[src/rtl/ssb_pkg.sv]
// Shared definitions for the SSB sample aligner.
//   ssb_state_e   : aligner state (fill the delay line, then run)
//   MIN_MAX_DELAY : smallest legal buffer depth
//   is_pow2()     : elaboration-time check of the buffer depth
//   ch_lsb()      : LSB of channel ch in a packed multi-channel sample bus
package ssb_pkg;

    typedef enum logic {
        ST_FILL = 1'b0,
        ST_RUN  = 1'b1
    } ssb_state_e;

    localparam int unsigned MIN_MAX_DELAY = 2;

    function automatic bit is_pow2(input int unsigned v);
        return (v != 0) && ((v & (v - 1)) == 0);
    endfunction

    function automatic int unsigned ch_lsb(input int unsigned ch, input int unsigned dw);
        return ch * dw;
    endfunction

endpackage

[src/rtl/sdp_ram_rbw.sv]
// Simple dual-port RAM: one write port and one read port with a registered
// read. A read and a write to the same address in the same cycle return the
// old contents (read-before-write). The read register holds its value when
// rd_en_i is low and clears on reset; the array itself has no reset.
//   clk_i, reset_i          : clock, async active-high reset (read register only)
//   wr_en_i/wr_addr_i/wr_data_i : write port
//   rd_en_i/rd_addr_i       : read request, data on rd_data_o next cycle
module sdp_ram_rbw #(
    parameter int unsigned WIDTH = 8,
    parameter int unsigned DEPTH = 64,
    parameter int unsigned AW    = $clog2(DEPTH)
) (
    input  logic             clk_i,
    input  logic             reset_i,
    input  logic             wr_en_i,
    input  logic [AW-1:0]    wr_addr_i,
    input  logic [WIDTH-1:0] wr_data_i,
    input  logic             rd_en_i,
    input  logic [AW-1:0]    rd_addr_i,
    output logic [WIDTH-1:0] rd_data_o
);

    logic [WIDTH-1:0] mem_q [DEPTH];
    logic [WIDTH-1:0] rd_data_q;

    always_ff @(posedge clk_i) begin
        if (wr_en_i) begin
            mem_q[wr_addr_i] <= wr_data_i;
        end
    end

    // Non-blocking semantics give the pre-write entry on an address collision.
    always_ff @(posedge clk_i or posedge reset_i) begin
        if (reset_i) begin
            rd_data_q <= '0;
        end else if (rd_en_i) begin
            rd_data_q <= mem_q[rd_addr_i];
        end
    end

    assign rd_data_o = rd_data_q;

endmodule

[src/rtl/ssb_sample_aligner.sv]
// Delays NUM_CH antenna streams by a programmable number of valid samples
// (not clock cycles) and carries the PSS peak as a per-sample tag so that
// SSB_start_o leaves together with the delayed sample it belongs to.
//   clk_i, reset_i     : clock, async active-high reset
//   s_axis_in_*        : input samples, channel c at [c*IN_DW +: IN_DW]
//   peak_i             : PSS peak pulse, tagged onto the current/next valid sample
//   delay_i/delay_load_i : new delay (clamped to MAX_DELAY), restarts the fill
//   m_axis_out_*       : delayed samples, one beat per accepted input once filled
//   SSB_start_o        : tag of the output beat, qualified by tvalid
//   filled_o           : delay line primed (RUN)
//   peak_overrun_o     : sticky, a peak merged into an already pending one
//
// state   | meaning
// --------+-----------------------------------------------------------
// ST_FILL | writing samples, no output until D samples are stored
// ST_RUN  | every accepted sample writes one entry and emits sample k-D
module ssb_sample_aligner
    import ssb_pkg::*;
#(
    parameter int unsigned IN_DW     = 32,
    parameter int unsigned NUM_CH    = 1,
    parameter int unsigned MAX_DELAY = 64,
    parameter int unsigned DELAY_W   = $clog2(MAX_DELAY + 1)
) (
    input  logic                    clk_i,
    input  logic                    reset_i,
    input  logic [NUM_CH*IN_DW-1:0] s_axis_in_tdata,
    input  logic                    s_axis_in_tvalid,
    input  logic                    peak_i,
    input  logic [DELAY_W-1:0]      delay_i,
    input  logic                    delay_load_i,
    output logic [NUM_CH*IN_DW-1:0] m_axis_out_tdata,
    output logic                    m_axis_out_tvalid,
    output logic                    SSB_start_o,
    output logic                    filled_o,
    output logic                    peak_overrun_o
);

    localparam int unsigned DATA_W = NUM_CH * IN_DW;
    localparam int unsigned ENT_W  = DATA_W + 1;
    localparam int unsigned AW     = $clog2(MAX_DELAY);
    localparam bit MAX_DELAY_OK    = is_pow2(MAX_DELAY) && (MAX_DELAY >= MIN_MAX_DELAY);

    if (!MAX_DELAY_OK) begin : g_bad_max_delay
        $error("ssb_sample_aligner: MAX_DELAY must be a power of two >= 2");
    end

    ssb_state_e         state_q, state_d;
    logic [DELAY_W-1:0] delay_q, delay_d;
    logic [DELAY_W-1:0] fill_cnt_q, fill_cnt_d;
    logic [AW-1:0]      wr_ptr_q, wr_ptr_d;
    logic               pend_q, pend_d;
    logic               ovr_q, ovr_d;
    logic               out_valid_q, out_valid_d;
    logic               sel_byp_q, sel_byp_d;
    logic [ENT_W-1:0]   byp_q, byp_d;

    logic [DELAY_W-1:0] delay_clamp;
    logic [ENT_W-1:0]   wr_entry;
    logic [ENT_W-1:0]   ram_rdata;
    logic [ENT_W-1:0]   out_entry;
    logic [AW-1:0]      rd_addr;
    logic               ram_rd_en;

    assign delay_clamp = (delay_i > DELAY_W'(MAX_DELAY)) ? DELAY_W'(MAX_DELAY) : delay_i;
    assign wr_entry    = {peak_i | pend_q, s_axis_in_tdata};
    // D = MAX_DELAY truncates to 0 here, so the read hits the entry being
    // overwritten and the RAM's read-before-write returns the oldest sample.
    assign rd_addr     = wr_ptr_q - delay_q[AW-1:0];

    always_comb begin
        state_d     = state_q;
        delay_d     = delay_q;
        fill_cnt_d  = fill_cnt_q;
        wr_ptr_d    = wr_ptr_q;
        pend_d      = s_axis_in_tvalid ? 1'b0 : (pend_q | peak_i);
        ovr_d       = ovr_q | (peak_i & pend_q);
        out_valid_d = 1'b0;
        sel_byp_d   = sel_byp_q;
        byp_d       = byp_q;
        ram_rd_en   = 1'b0;

        if (s_axis_in_tvalid) begin
            wr_ptr_d = wr_ptr_q + AW'(1);
        end

        if (delay_load_i) begin
            delay_d    = delay_clamp;
            // A sample accepted together with the load is the first of the new fill.
            fill_cnt_d = s_axis_in_tvalid ? DELAY_W'(1) : '0;
            state_d    = (fill_cnt_d >= delay_clamp) ? ST_RUN : ST_FILL;
        end else begin
            case (state_q)
                ST_FILL: begin
                    if (fill_cnt_q == delay_q) begin
                        state_d = ST_RUN;
                    end else if (s_axis_in_tvalid) begin
                        fill_cnt_d = fill_cnt_q + DELAY_W'(1);
                        if (fill_cnt_d == delay_q) begin
                            state_d = ST_RUN;
                        end
                    end
                end
                ST_RUN: begin
                    if (s_axis_in_tvalid) begin
                        out_valid_d = 1'b1;
                        if (delay_q == '0) begin
                            sel_byp_d = 1'b1;
                            byp_d     = wr_entry;
                        end else begin
                            sel_byp_d = 1'b0;
                            ram_rd_en = 1'b1;
                        end
                    end
                end
                default: state_d = ST_FILL;
            endcase
        end
    end

    always_ff @(posedge clk_i or posedge reset_i) begin
        if (reset_i) begin
            state_q     <= ST_FILL;
            delay_q     <= '0;
            fill_cnt_q  <= '0;
            wr_ptr_q    <= '0;
            pend_q      <= 1'b0;
            ovr_q       <= 1'b0;
            out_valid_q <= 1'b0;
            sel_byp_q   <= 1'b0;
            byp_q       <= '0;
        end else begin
            state_q     <= state_d;
            delay_q     <= delay_d;
            fill_cnt_q  <= fill_cnt_d;
            wr_ptr_q    <= wr_ptr_d;
            pend_q      <= pend_d;
            ovr_q       <= ovr_d;
            out_valid_q <= out_valid_d;
            sel_byp_q   <= sel_byp_d;
            byp_q       <= byp_d;
        end
    end

    sdp_ram_rbw #(
        .WIDTH (ENT_W),
        .DEPTH (MAX_DELAY),
        .AW    (AW)
    ) u_ram (
        .clk_i     (clk_i),
        .reset_i   (reset_i),
        .wr_en_i   (s_axis_in_tvalid),
        .wr_addr_i (wr_ptr_q),
        .wr_data_i (wr_entry),
        .rd_en_i   (ram_rd_en),
        .rd_addr_i (rd_addr),
        .rd_data_o (ram_rdata)
    );

    // Both sources hold their value on idle cycles, so tdata holds as well.
    assign out_entry         = sel_byp_q ? byp_q : ram_rdata;
    assign m_axis_out_tdata  = out_entry[DATA_W-1:0];
    assign m_axis_out_tvalid = out_valid_q;
    assign SSB_start_o       = out_entry[DATA_W] & out_valid_q;
    assign filled_o          = (state_q == ST_RUN);
    assign peak_overrun_o    = ovr_q;

endmodule

[config.mk]
export PLATFORM = sky130hd
export DESIGN_NAME = ssb_sample_aligner
export DESIGN_NICKNAME = d
export VERILOG_FILES = /design/src/rtl/ssb_pkg.sv /design/src/rtl/sdp_ram_rbw.sv /design/src/rtl/ssb_sample_aligner.sv
export SDC_FILE = /design/constraint.sdc
export NUM_CORES = 2
export LEC_CHECK = 0
export BUFFER_PORTS_ARGS = -buffer_cell sky130_fd_sc_hd__buf_4
export CORE_MARGIN = 2
export CORE_UTILIZATION = 62
export CTS_CLUSTER_SIZE = 24
export DETAILED_ROUTE_END_ITERATION = 8
export PLACE_DENSITY = 0.77
export SYNTH_ARGS = -nofsm -noshare
export SYNTH_HDL_FRONTEND = slang
export SYNTH_SLANG_ARGS = --single-unit
[constraint.sdc]
create_clock -name clk_i -period 9.05 [get_ports clk_i]
set_input_delay 1.81 -clock clk_i [delete_from_list [all_inputs] [get_ports clk_i]]
set_output_delay 1.81 -clock clk_i [all_outputs]
set_load 0.02 [all_outputs]
== Word-level counts from Yosys, hierarchy flattened ==
Memory sizes are Yosys's and may differ from the RTL's. A register that Yosys moved wholly into a read port is not among the register bits.
Cells that the tools add are included.

* Memory bits (writable): 2112
* Memory bits (read-only): 0
* Word-level logic and storage cells: 52
* Flip-flop bits (word level): 58
* Memories: 1
* Latch bits: 0
* Output and inout bits: 36
* Bits of input ports: 44

* Shift operators: 0
* Reduce and logical (&&, ||, !) cells: 5
* Multiply operators: 0
* Add/sub/neg operators: 3
* Order comparisons: 2
* Bitwise operators: 5
* Muxes and demuxes: 23
* Divide/modulo/power cells: 0
* Equality and inequality tests: 4

{| class="wikitable"
|+ Memories
! memory !! depth !! width !! read ports !! clocked after Yosys merged registers in !! write ports !! line !! RTL
|-
| u_ram.mem_q || 64 || 33 || 1 || 1 || 1 || sdp_ram_rbw.sv:23 || <nowiki>logic [WIDTH-1:0] mem_q [DEPTH];</nowiki>
|}

{| class="wikitable"
|+ Operators with widths
! cell !! number
|-
| $mux 7 || 5
|-
| $mux 33 || 1
|-
| $mux 1 || 17
|-
| $eq 7x7->1 || 2
|-
| $add 7x1->7 const B || 1
|-
| $ge 1x7->1 || 1
|-
| $gt 7x7->1 const B || 1
|-
| $logic_not 7->1 || 1
|-
| $add 6x1->6 const B || 1
|-
| $reduce_and 3->1 || 2
|-
| $sub 6x6->6 || 1
|-
| $ne 2x2->1 const B || 2
|-
| $reduce_and 4->1 || 1
|-
| $and 1x1->1 || 2
|-
| $or 1x1->1 || 2
|-
| $reduce_bool 2->1 || 1
|-
| $not 1->1 || 1
|}

== Longest topological paths before layout ==
* Depth in word-level cells: 7
* Gate-level depth with buffers: 15

== By module ==
From an unflattened synthesis, not the netlist that was laid out.

* Cell total of the unflattened synthesis: 4221
* Area, all modules: 85401.9 um2

{| class="wikitable"
|+ Modules (own cells, without submodules)
! module !! cells an instance !! instances !! area an instance (um2) !! sequential area each (um2)
|-
| sdp_ram_rbw || 3947 || 1 || 82091.2 || 64246.6
|-
| ssb_sample_aligner || 274 || 1 || 3310.7 || 1451.4
|}

== Worst setup path after synthesis ==
Ideal clock, no wire load.

* Path type: input to register
* Start point: input s_axis_in_tvalid
* End point: memory u_ram.mem_q[57][0] (netlist bit) (enable)
* Setup time: 423 ps
* Slack: 4605 ps
* Stages on the path: 4
* Data arrival time: 4022 ps
* Cell sequence: clkbuf_1 > clkbuf_1 > nand3_1 > nor2_1

* Cells in the longest elaborated chain, start to end: 2

{| class="wikitable"
|+ Ends and longest elaborated chain
! what !! line !! RTL
|-
| start: declaration || ssb_sample_aligner.sv:28 || <nowiki>input logic s_axis_in_tvalid,</nowiki>
|-
| $mux 1 || sdp_ram_rbw.sv:27 || <nowiki>if (wr_en_i) begin</nowiki>
|-
| $mux 1 (implied by the code) || sdp_ram_rbw.sv:28 || <nowiki>mem_q[wr_addr_i] <= wr_data_i;</nowiki>
|-
| end: declaration || sdp_ram_rbw.sv:23 ||
|}

No other way between the ends.

== Worst setup path after layout ==
* Start point: register wr_ptr_q[0]
* End point: register u_ram.rd_data_q[0], in the netlist u_ram.rd_data_o[0], read port of u_ram.mem_q

* Cells in the longest elaborated chain, start to end: 1

{| class="wikitable"
|+ Ends and longest elaborated chain
! what !! line !! RTL
|-
| start: declaration || ssb_sample_aligner.sv:51 || <nowiki>logic [AW-1:0] wr_ptr_q, wr_ptr_d;</nowiki>
|-
| start signal: assignment || ssb_sample_aligner.sv:136 || <nowiki>wr_ptr_q <= wr_ptr_d;</nowiki>
|-
| $sub 6x6->6 || ssb_sample_aligner.sv:69 || <nowiki>assign rd_addr = wr_ptr_q - delay_q[AW-1:0];</nowiki>
|-
| end: declaration || sdp_ram_rbw.sv:24 || <nowiki>logic [WIDTH-1:0] rd_data_q;</nowiki>
|}

No other way between the ends.
A chain may end at the register's enable or synchronous reset.

==> impl_metrics.py <==
metrics = {
    "cts": {
        "cts_root_buf": "clkbuf_16",
        "clk_latency_ps": 850,
        "cts_buffers": 207,
        "cts_tree": "done",
        "ctsResizeCount": 0,
        "post_cts_buffers": 0,
        "clockBufferDepth": 3,
        "cts.hold.buffers_added": 0,
        "clk_pin_slew_worst_paths_ps": 70,
        "h-tree-depth": 4,
        "cts_sinks": 2203,
    },
    "pwr": {
        "powerDensity_nw_per_um2": 345,
        "leakagePower_nw": 30.2,
        "irDropWorstVdd_mv": 0.586,
    },
    "floorplanning": {
        "die_h_um": 374,
        "initial_utilization": 0.626,
        "dieArea_um2": 140000,
        "rows": 135,
        "io-pin-count": 80,
        "dieWidth_um": 374,
        "coreArea_um2": 136000,
    },
    "setup_path": {
        "cp_num_buf_inv": 3,
        "crit_path_max_incr_delay_ps": 1110,
        "crit_family": "compound AO/OA/AOI/OAI gates",
        "r2r_end": "u_ram.rd_data_o[0]$_DFFE_PP0P_",
        "crit_path_top_delay_cell": "a2111oi_0",
        "crit_required_ps": 9690,
        "timing.rr.start": "wr_ptr_q[0]$_DFFE_PP0P_",
        "crit_path_cell_trace": "inv_1 -> ha_4 -> buf_4 -> buf_4 -> mux4_2 -> nand2_1 -> a21oi_1 -> a2111oi_0 -> a2111oi_0",
        "r2r_slack_ps": 3790,
        "worstSetupStartpointType": "flop",
        "crit_fanout": 46,
        "endpoint_kind": "flop",
        "critical_path_class": "reg2reg",
        "rr_worst_depth": 9,
        "worstPathArrival_ps": 5900,
    },
    "drt": {
        "ant_nets": 0,
        "routed_wl_mm": 229,
        "vias": 44300,
        "vias_per_cell": 7.27,
        "avgRoutedWirePerCell_um": 37.6,
        "dr.pass1.iters": 5,
        "drt_iter0_drc": 7358,
        "drc_errors": 0,
    },
    "timing": {
        "setup_violations": 0,
        "rsz0062_at_grt": "false",
        "max_slew.worst_pin.slew_ps": 1310,
        "post-route-min-period_ps": 5260,
        "skew_ps": 41.9,
        "hold_viol_final": 0,
        "slew_headroom": 0.104,
        "timing.final.max_slew_violations": 0,
        "post-route-period-util": 0.582,
        "timing.fmax_ghz": 0.190,
        "setup_tns_ps": 0,
    },
    "global_routing": {
        "grt_max_degree": 110,
        "grt_first_pass_wirelength_mm": 324,
        "grt_pass1_vias": 44100,
        "grt_usage": 0.330,
        "overflow": 0,
        "antenna_found_initial": 12,
    },
    "synth": {
        "synth_area_um2": 85100,
        "synth_seq_area_share": 0.772,
        "ys_types": 62,
        "synth_edf_count": 2112,
        "ys_top_cells_by_area": "edfxtp_1 (75%), mux4_2 (15%), dfrtp_1 (2.7%), nand2_1 (1.4%), mux2_2 (0.91%)",
        "yosys_warnings": 0,
        "yosysTopAreaCell": "edfxtp_1",
        "synthCells": 3961,
        "synth-main-ff-cell": "edfxtp_1",
        "ys_ff_latch": 2203,
        "async_flop_share": 0.0413,
        "synth_fp_nets": 4014,
        "syn_avg_cell_area_um2": 21.5,
        "synth_top_area_share": 0.745,
    },
    "cells_and_area": {
        "drive_gt1_frac": 0.281,
        "final_nets": 4192,
        "final_common_cell": "edfxtp_1",
        "design_area_um2": 95200,
        "layout_common_cells": "edfxtp_1 (2112), mux4_2 (561), nand2_1 (303)",
        "area_growth_pct": 11.8,
    },
    "min_path": {
        "hp-class": "reg2reg",
        "whs_endpoint": "byp_q[19]$_DFFE_PP0P_",
        "min_path_cells": 1,
        "hold_start": "byp_q[19]$_DFFE_PP0P_",
    },
    "placed_design": {
        "dpl.hpwl_mm": 112,
        "gp_congestion": 0.850,
        "io_buffer_count": 79,
        "place_area_um2": 88400,
    },
    "run": {
        "drv_cap": 0,
    },
    "status": {
        "status": "completed",
    },
}
==> report_power, final <==
part / leakage [nW] / switching [mW] / internal [mW]
combinational: 6.87 / 7.60 / 4.73
clock: 3.26 / 3.75 / 4.87
sequential: 20.1 / 0.230 / 11.6
==> synthesized netlist by cell type (all sizes together), types with 30 or more instances <==
cell type  number
nor3           33
buf           106
nor2          118
clkbuf        122
mux2           69
dfrtp          91
a2111oi        55
edfxtp       2112
and3           60
a31oi          30
a21oi          94
nand2         307
mux4          561
==> through the flow <==
stage,utilization,power [mW],hold slack (ps),cells,worst slack [ps]
2_1_floorplan,-,19.6,446,3961,4600
3_3_place_gp,0.651,23.8,444,5711,3930
3_5_place_dp,0.651,23.9,485,5711,3850
4_1_cts,0.701,32.7,502,6093,3760
5_1_grt,0.701,33.6,519,6094,3520
6_report,0.701,32.8,501,6100,3790
==> flip-flops by register name (all words and copies together), names as in the netlist, 6 cells and up <==
| name | flops |
|---|---|
| fill_cnt_q | 7 |
| byp_q | 33 |
| u_ram.mem_q | 2112 |
| u_ram.rd_data_o | 33 |
| delay_q | 7 |
| wr_ptr_q | 6 |
==> routing by layer <==
layer / track usage / wire [µm] / vias up
met5: 0.00343 / 118 / -
met4: 0.138 / 10200 / 10
met1: 0.461 / 79900 / 23300
li1: - / - / 16900
met3: 0.0772 / 29300 / 541
met2: 0.512 / 110000 / 3642
==> how the worst max path moves through the flow <==
stage / from / endpoint / slack, ps / cells after the start
4_1_cts: wr_ptr_q[0]$_DFFE_PP0P_ / u_ram.rd_data_o[0]$_DFFE_PP0P_ / 3760 / 9
2_1_floorplan: s_axis_in_tvalid / u_ram.mem_q[57][0]$_DFFE_PP_ / 4600 / 4
3_3_place_gp: delay_load_i / u_ram.rd_data_o[0]$_DFFE_PP0P_ / 3930 / 9
3_5_place_dp: delay_load_i / u_ram.rd_data_o[0]$_DFFE_PP0P_ / 3850 / 9
5_1_grt: wr_ptr_q[0]$_DFFE_PP0P_ / u_ram.rd_data_o[0]$_DFFE_PP0P_ / 3520 / 9
6_report: wr_ptr_q[0]$_DFFE_PP0P_ / u_ram.rd_data_o[0]$_DFFE_PP0P_ / 3790 / 9
==> worst reg2reg max path, stage by stage (launching register included) <==
cell,delay [ps]
dfrtp_1,500
inv_1,120
ha_4,1040
buf_4,580
buf_4,710
mux4_2,620
nand2_1,80
a21oi_1,90
a2111oi_0,1110
a2111oi_0,200
==> cell families after synthesis <==
kind of cell / after synthesis / synth area share
xor+xnor: 25 / 0.00310
flops: 2203 / 0.772
mux: 646 / 0.160
buf+inv: 241 / 0.0130
compound gates: 269 / 0.0218
simple gates: 568 / 0.0289
fa+ha+maj: 9 / 0.00141
==> area by class of cell <==
type,instances,area (µm²)
Sequential cell,2203,65700
Fill cell,7618,40700
Multi-Input combinational cell,1517,18900
Clock buffer,274,5640
Tap cell,1781,2230
Timing Repair Buffer,197,1590
Clock inverter,108,1060
Inverter,13,51.3
Antenna cell,7,17.5
No activity file was read; power rests on OpenSTA's default activity.
